**src/rtl/seg7_scan_mux.sv**
```systemverilog
// seg7_scan_mux: N-digit time-multiplexed hex seven-segment driver.
// One shared active-low segment bus is scanned across one-hot digit
// enables. Each slot opens with a dead phase where every digit is off,
// and the digit values and blank mask are latched once per frame so a
// displayed frame never mixes old and new values.
//
// Optional build macro: SEG7_LEADING_ZERO_BLANK_EN
//   When defined, zero digits counted down from the most significant one
//   are dark up to the first nonzero digit. Digit 0 always stays lit.
//
// The position registers hold the slot position that the *next* clock
// edge represents, so the first edge after reset is frame position 0.

module seg7_scan_mux #(
  parameter int NUM_DIGITS  = 4,
  parameter int SLOT_CYCLES = 1000,
  parameter int DEAD_CYCLES = 8
) (
  input  logic                    clk,
  input  logic                    reset,
  input  logic [4*NUM_DIGITS-1:0] digits,
  input  logic [NUM_DIGITS-1:0]   digit_blank,
  output logic [6:0]              seg,
  output logic [NUM_DIGITS-1:0]   dig_en,
  output logic                    frame_start
);

  localparam int KW = (SLOT_CYCLES > 1) ? $clog2(SLOT_CYCLES) : 1;
  localparam int IW = (NUM_DIGITS > 1) ? $clog2(NUM_DIGITS) : 1;

  localparam logic [KW-1:0] K_LAST   = KW'(SLOT_CYCLES - 1);
  localparam logic [KW-1:0] K_ONE    = KW'(1);
  localparam logic [IW-1:0] IDX_LAST = IW'(NUM_DIGITS - 1);
  localparam logic [IW-1:0] IDX_ONE  = IW'(1);

  localparam logic [6:0] SEG_OFF = 7'h7F;

  // Active-low gfedcba pattern for one hex nibble.
  function automatic logic [6:0] hex_to_seg(input logic [3:0] v);
    logic [6:0] s;
    case (v)
      4'h0:    s = 7'b1000000;
      4'h1:    s = 7'b1111001;
      4'h2:    s = 7'b0100100;
      4'h3:    s = 7'b0110000;
      4'h4:    s = 7'b0011001;
      4'h5:    s = 7'b0010010;
      4'h6:    s = 7'b0000010;
      4'h7:    s = 7'b1111000;
      4'h8:    s = 7'b0000000;
      4'h9:    s = 7'b0010000;
      4'hA:    s = 7'b0001000;
      4'hB:    s = 7'b0000011;
      4'hC:    s = 7'b1000110;
      4'hD:    s = 7'b0100001;
      4'hE:    s = 7'b0000110;
      default: s = 7'b0001110;
    endcase
    return s;
  endfunction

  logic [KW-1:0]           pos_k;
  logic [IW-1:0]           pos_idx;
  logic [4*NUM_DIGITS-1:0] shadow_digits;
  logic [NUM_DIGITS-1:0]   shadow_blank;

  logic                    frame_edge;
  logic [4*NUM_DIGITS-1:0] cur_digits;
  logic [NUM_DIGITS-1:0]   cur_blank;
  logic [NUM_DIGITS-1:0]   lz_blank;
  logic [3:0]              cur_val;
  logic                    cur_dark;
  logic                    dead_phase;
  logic [6:0]              seg_nxt;
  logic [NUM_DIGITS-1:0]   en_nxt;

  // The edge at frame position 0 is the one that latches new inputs.
  always_comb frame_edge = (pos_idx == '0) && (pos_k == '0);

  // On the latching edge the freshly sampled inputs drive the outputs directly,
  // so a zero dead phase still shows the new frame's first digit correctly.
  always_comb begin
    cur_digits = frame_edge ? digits      : shadow_digits;
    cur_blank  = frame_edge ? digit_blank : shadow_blank;
  end

`ifdef SEG7_LEADING_ZERO_BLANK_EN
  logic lz_run;

  // Walk down from the top digit; stay dark while every digit so far is zero.
  always_comb begin
    lz_blank = '0;
    lz_run   = 1'b1;
    for (int i = NUM_DIGITS - 1; i > 0; i--) begin
      lz_run      = lz_run & (cur_digits[4*i +: 4] == 4'h0);
      lz_blank[i] = lz_run;
    end
  end
`else
  // Leading-zero suppression is not built; only the explicit mask blanks.
  always_comb lz_blank = '0;
`endif

  // Select the active digit and decide what the bus shows after this edge.
  always_comb begin
    cur_val  = 4'h0;
    cur_dark = 1'b1;
    en_nxt   = '0;
    seg_nxt  = SEG_OFF;
    for (int i = 0; i < NUM_DIGITS; i++) begin
      if (pos_idx == IW'(i)) begin
        cur_val   = cur_digits[4*i +: 4];
        cur_dark  = cur_blank[i] | lz_blank[i];
        en_nxt[i] = 1'b1;
      end
    end
    dead_phase = int'(pos_k) < DEAD_CYCLES;
    if (dead_phase || cur_dark) begin
      en_nxt  = '0;
      seg_nxt = SEG_OFF;
    end else begin
      seg_nxt = hex_to_seg(cur_val);
    end
  end

  // Slot and digit counters; the digit index wraps to start a new frame.
  always_ff @(posedge clk or negedge reset) begin
    if (!reset) begin
      pos_k   <= '0;
      pos_idx <= '0;
    end else if (pos_k == K_LAST) begin
      pos_k   <= '0;
      pos_idx <= (pos_idx == IDX_LAST) ? '0 : pos_idx + IDX_ONE;
    end else begin
      pos_k <= pos_k + K_ONE;
    end
  end

  // Shadow copies of the inputs, refreshed only at the start of a frame.
  always_ff @(posedge clk or negedge reset) begin
    if (!reset) begin
      shadow_digits <= '0;
      shadow_blank  <= '0;
    end else if (frame_edge) begin
      shadow_digits <= digits;
      shadow_blank  <= digit_blank;
    end
  end

  // Registered pin drivers; reset forces the display dark immediately.
  always_ff @(posedge clk or negedge reset) begin
    if (!reset) begin
      seg         <= SEG_OFF;
      dig_en      <= '0;
      frame_start <= 1'b0;
    end else begin
      seg         <= seg_nxt;
      dig_en      <= en_nxt;
      frame_start <= frame_edge;
    end
  end

endmodule
```
**config.mk**
```make
export PLATFORM = sky130hd
export DESIGN_NAME = seg7_scan_mux
export DESIGN_NICKNAME = d
export VERILOG_FILES = /design/src/rtl/seg7_scan_mux.sv
export SDC_FILE = /design/constraint.sdc
export NUM_CORES = 1
export LEC_CHECK = 0
export CAP_MARGIN = 20
export CELL_PAD_IN_SITES_DETAIL_PLACEMENT = 1
export CELL_PAD_IN_SITES_GLOBAL_PLACEMENT = 1
export CORE_ASPECT_RATIO = 0.8
export CORE_MARGIN = 8
export CORE_UTILIZATION = 49
export CTS_CLUSTER_DIAMETER = 120
export DETAILED_ROUTE_END_ITERATION = 10
export DONT_BUFFER_PORTS = 1
export GPL_TIMING_DRIVEN = 0
export PLACE_DENSITY_LB_ADDON = 0.08
export SLEW_MARGIN = 25
export SYNTH_ARGS = -nofsm -noshare
export SYNTH_HDL_FRONTEND = slang
export SYNTH_SLANG_ARGS = --single-unit
```
**constraint.sdc**
```tcl
create_clock -name clk -period 3.5 [get_ports clk]
set_input_delay 0.525 -clock clk [delete_from_list [all_inputs] [get_ports clk]]
set_output_delay 0.525 -clock clk [all_outputs]
set_load 0.02 [all_outputs]
```
Word level (Yosys, flattened, before mapping)

Memories as Yosys holds them, arrays and structs flattened.
Index checks and enable logic that the tools add are counted.

Flip-flop bits (word level): 44
Memory bits (read-only): 112
Bits of input ports: 22
Logic and storage cells: 37
Memories kept: 1

Memories:

| name            | depth | bits a word | read ports | clocked after Yosys merged registers in | wr ports | RTL line | RTL |
|---|---|---|---|---|---|---|---|
| (no name shown) | 16    | 7           | 1          | 0                                       | 0        | 41       | `case (v)` |

$add $sub $neg: 2
Magnitude comparators: 1
Equal/unequal tests: 4
Multiplexer cells: 18
Reduce and logical (&&, ||, !) cells: 4

Operator list:

| kind                                                                           | count |
|---|---|
| 4-bit two-way mux                                                              | 6 |
| 16-bit two-way mux                                                             | 1 |
| 10-bit by 1-bit adder with 10-bit output (second input constant)               | 1 |
| 10-bit == test (second input constant)                                         | 1 |
| 10-bit zero test                                                               | 1 |
| 10-bit by 4-bit less-than comparator with 1-bit output (second input constant) | 1 |
| 10-bit two-way mux                                                             | 1 |
| 1-bit two-way mux                                                              | 8 |
| 7-bit two-way mux                                                              | 1 |
| 2-bit == test (second input constant)                                          | 2 |
| 2-bit by 1-bit adder with 2-bit output (second input constant)                 | 1 |
| 2-bit by 1-bit == test with 1-bit output (second input constant)               | 1 |
| 2-bit zero test                                                                | 1 |
| 2-bit two-way mux                                                              | 1 |
| 1-bit logical AND                                                              | 1 |
| 1-bit logical OR                                                               | 1 |

Longest topological paths before layout

Word-level depth: 9
Depth in mapped cells: 15
Gate-level depth less buffers: 14

Worst setup path after synthesis

No wires, ideal clock.

Path kind: reg-to-reg
Start: register pos_idx[0]
End: register seg[1]
Library setup time: 0.083 ns
Arrival: 2.646 ns
Slack: 0.770 ns
Stages on the path, launching flop included: 12
Clock period less this slack: 2.730 ns
Cell sequence: dfrtp_1 > inv_1 > ha_1 > and3b_1 > clkbuf_2 > nand3_4 > inv_2 > mux2_2 > a311oi_4 > or2_1 > inv_1 > a221o_1

Longest elaborated chain between the ends: 9
Elaborated cells between the ends (all ways): 18

RTL lines:

| element                                                                    | RTL line | RTL |
|---|---|---|
| start: declaration                                                         | 63       | `logic [IW-1:0] pos_idx;` |
| start signal: assignment                                                   | 133      | `pos_idx <= (pos_idx == IDX_LAST) ? '0 : pos_idx + IDX_ONE;` |
| 2-bit zero test                                                            | 78, 111  |  |
| 1-bit logical AND                                                          | 78       | `always_comb frame_edge = (pos_idx == '0) && (pos_k == '0);` |
| 16-bit two-way mux / 4-bit two-way mux (equally long branches)             | n/a      |  |
| 4-bit two-way mux / 1-bit two-way mux (equally long branches) (4 in a row) | 111      | `if (pos_idx == IW'(i)) begin` |
| memory 16 x 7 bit / 1-bit logical OR (equally long branches)               | n/a      |  |
| 7-bit two-way mux *                                                        | 118      | `if (dead_phase \|\| cur_dark) begin` |
| via seg_nxt[1]                                                             | 74       | `logic [6:0] seg_nxt;` |
| end signal: assignment                                                     | 157      | `seg <= seg_nxt;` |
| end: declaration                                                           | 23       | `output logic [6:0] seg,` |

Mark *: on every way through the listed nets, which the timed path passes. The rest lies on a longest branch.
A chain may end at the register's enable or synchronous reset.

Worst setup path in the final report

Start: register pos_idx[0]
End: register seg[4]

Elaborated cells between the ends (all ways): 18

RTL lines:

| element                        | RTL line | RTL |
|---|---|---|
| 2-bit zero test                | 78       |  |
| 1-bit logical AND              | 78       |  |
| 16-bit two-way mux             | n/a      |  |
| via cur_digits[5]              | 68       | `logic [4*NUM_DIGITS-1:0] cur_digits;` |
| 4-bit two-way mux (3 in a row) | 111      |  |
| memory 16 x 7 bit              | n/a      |  |
| 7-bit two-way mux              | 118      |  |
| via seg_nxt[4]                 | 74       |  |

The timed path passes the listed nets, and every way through them passes these cells.

==> results.yml <==
global_route:
  grt_util_all_layers_pct: 16.2
  grt_overflow: 0
  grt_pass1_vias: 1756
  grt_first_pass_wirelength_mm: 9.33
  grt_max_degree: 38
  antenna_found_initial: 0
worst_setup_path:
  crit_end: "seg[4]$_DFF_PN1_"
  startpoint: "pos_idx[0]$_DFFE_PN0N_"
  crit_path_end_kind: "register"
  critical_path_required_ns: 3.71
  slowest_stage: "dfrtp_1"
  criticalPathCategory: "reg2reg"
  cp_cell_sequence: "inv_1 > ha_2 > and3b_1 > clkbuf_2 > nand3_4 > buf_6 > mux2_4 > a221oi_2 > a221oi_4 > inv_1 > ha_1 > inv_1 > nand2_1 > o21ai_0 > o221ai_1"
  r2r-end: "seg[4]$_DFF_PN1_"
  cp_max_fo: 10
  r2r_setup_slack_ns: 0.18
  timing.rr.start: "pos_idx[0]$_DFFE_PN0N_"
  worst-r2r-cell-count: 15
  cp_common_cell: "inv_1"
  cp_data_arrival_time_ns: 3.53
  crit_path_max_incr_delay_ns: 0.42
  cp-start-kind: "register"
sta:
  fin_skew_ns: 0.00460
  hold_ws_ns: 0.0532
  worst_pin_slew_ns: 0.635
  fin_crit_sh_pct: 94.9
  maxSlewViolCount: 0
  fmax_ghz: 0.301
  setup_viol: 0
  min_period_ns: 3.32
  slew_headroom_pct: 57.7
  hold_violations: 0
synth:
  synth-edff-count: 0
  ys_types: 56
  async_flop_share_pct: 100
  synth_area_sq_um: 2360
  seq_area_frac_synth_pct: 46.9
  yosys_register_bits: 44
  synth_ff_type: "dfrtp_1"
  yosys_warnings: 0
  syn_inst: 216
  syn_nets: 250
  syn_avg_cell_area_sq_um: 10.9
hold_path:
  hold_class: "in2async"
floorplanning:
  die_w_microns: 93.7
  fp-row-count: 22
  fp.coreArea_sq_um: 4620
  die_h_microns: 78.1
  die-area_sq_um: 7320
  ios: 34
  floorplan.initialDensity_pct: 51.1
run_status:
  run_status: "completed"
placement:
  hpwl_mm: 4.26
  gp_congestion: 0.849
  placed_area_sq_um: 2440
  numPortBuffers: 0
drt:
  drc: 0
  drt_iter0_markers: 88
  vias: 1659
  dr.pass1.iters: 4
  vias_per_cell: 5.80
  wl_per_cell_microns: 20.4
  routed_wl_mm: 5.83
  detail-route-antenna-nets: 0
final_layout:
  fin_util_pct: 55.8
  n_fill_cell: 500
  antennaDiodeCount: 0
  multi_input_area_sq_um: 1140
  layout-drive-gt1-share_pct: 20.4
  finish.net_count: 259
  postLayoutCellArea_sq_um: 2580
  regArea_sq_um: 1110
  area_growth_pct: 9.15
power:
  cellPowerDensity_nw_per_um2: 373
  p_leak_nw: 1.23
  p_total_w: 0.000962
  peakVddDrop_uv: 282
cts:
  clk_path_buf_depth: 2
  clkTransAtPathRegs_ns: 0.09
  cts_tree: "built"
  cts_made_buffers: 5
  numClockSinks: 44
  htreeDepth: 2
  worstSkewPairLatency_ns: 0.30
  cts-root-buf: "clkbuf_8"
run:
  drv_cap: 0
## cell usage after synthesis, drive strengths merged (3+ instances only)
master,number,area (sq um)
nand2,26,97.6
mux2,10,124
nand3,5,37.5
dfrtp,37,926
xor2,4,35.0
and2,3,20.0
o211a,4,40.0
xnor2,3,26.3
inv,22,82.6
mux2i,8,80.1
nor2,12,45.0
o221ai,4,35.0
o21ai,8,40.0
dfstp,7,184
ha,12,150
a221oi,4,53.8
o31ai,3,36.3
buf,5,37.5
nand4,7,43.8
## through the flow
step | setup WS [ns] | cells | TNS [ns]
2_1_floorplan | 0.770 | 216 | 0
3_3_place_gp | 0.370 | 276 | 0
3_5_place_dp | 0.220 | 276 | 0
4_1_cts | 0.194 | 285 | 0
5_1_grt | -0.00753 | 286 | -0.00753
6_report | 0.177 | 286 | 0
## cells by family after synthesis
family,count (synthesis),share of synthesized area (%)
and+or+nand+nor,70,16.3
DFF,44,46.9
AOI/OAI and AO/OA,36,13.8
buffers and inverters,29,5.45
muxes,18,8.62
adders and majority gates,12,6.35
xor gates and xnor gates,7,2.59
## worst min-delay path by stage
stage,from,to,depth (start not counted)
after CTS,reset,seg[3]$_DFF_PN1_,0
final,reset,shadow_digits[2]$_DFF_PN0_,1
after global placement,reset,shadow_digits[10]$_DFF_PN0_,0
after global routing,reset,seg[0]$_DFF_PN1_,0
after detailed placement,reset,frame_start$_DFF_PN0_,0
after floorplan,reset,dig_en[0]$_DFF_PN0_,0
## cell usage in the layout, fill, tap and decap left out, types with 3 or more instances in the layout
cell      count
dfstp_2       7
o221ai_1      4
mux2_2        6
nand3_1       4
dfrtp_1      37
o21ai_0       7
clkbuf_8      6
o211a_1       4
inv_1        21
xor2_1        4
ha_1         11
buf_2         3
mux2i_1       8
nand4_1       7
xnor2_1       3
nand2_1      26
mux2_4        3
nor2_1       12
## final cells by class
class                   instances  share of cell area (%)
repair buffers                  2                    1.07
well taps                      60                    2.91
clock buffers                   6                    3.20
plain buffers                   7                    1.79
flip-flops and latches         44                    43.0
clock inverters                 2                   0.582
multi-input cells             143                    44.2
inverters                      22                    3.30
## per-layer routing
layer / share of wire (%) / global-route usage (%) / up-vias
met1: 43 / 19.8 / 838
met2: 51 / 27.0 / 34
met4: 1.6 / 5.85 / 0
met5: 0 / 0 / -
met3: 4.2 / 3.90 / 11
li1: - / - / 776
## worst max-delay path, delay by kind of cell, from the launching register on
family / cells / cell delay, ns
adder cells (fa/ha/maj): 2 / 0.45
buffers and inverters: 5 / 0.79
AND/OR/NAND/NOR: 3 / 0.39
multiplexers: 1 / 0.32
flip-flops: 1 / 0.42
AO/OA/AOI/OAI: 4 / 0.87
## timing repair
item                       in CTS  in global routing
hold endpoints to repair       37                  0
setup endpoints to repair       0                  2
gates resized for setup         0                  3
hold buffers                    1                  0
setup buffers                   0                  1
## where the power goes
| part | internal, W | leakage [nW] | switching [W] |
|---|---|---|---|
| Sequential | 0.000532 | 0.528 | 0.0000164 |
| Combinational | 0.0000295 | 0.656 | 0.0000417 |
| Clock | 0.000160 | 0.0434 | 0.000182 |
## sequential cells by signal, summed over array words and instances, names as in the netlist
| signal | flops |
|---|---|
| shadow_blank | 4 |
| seg | 7 |
| shadow_digits | 16 |
| pos_idx | 2 |
| dig_en | 4 |
| pos_k | 10 |
| frame_start | 1 |
Power figures use the tool's default switching activity.
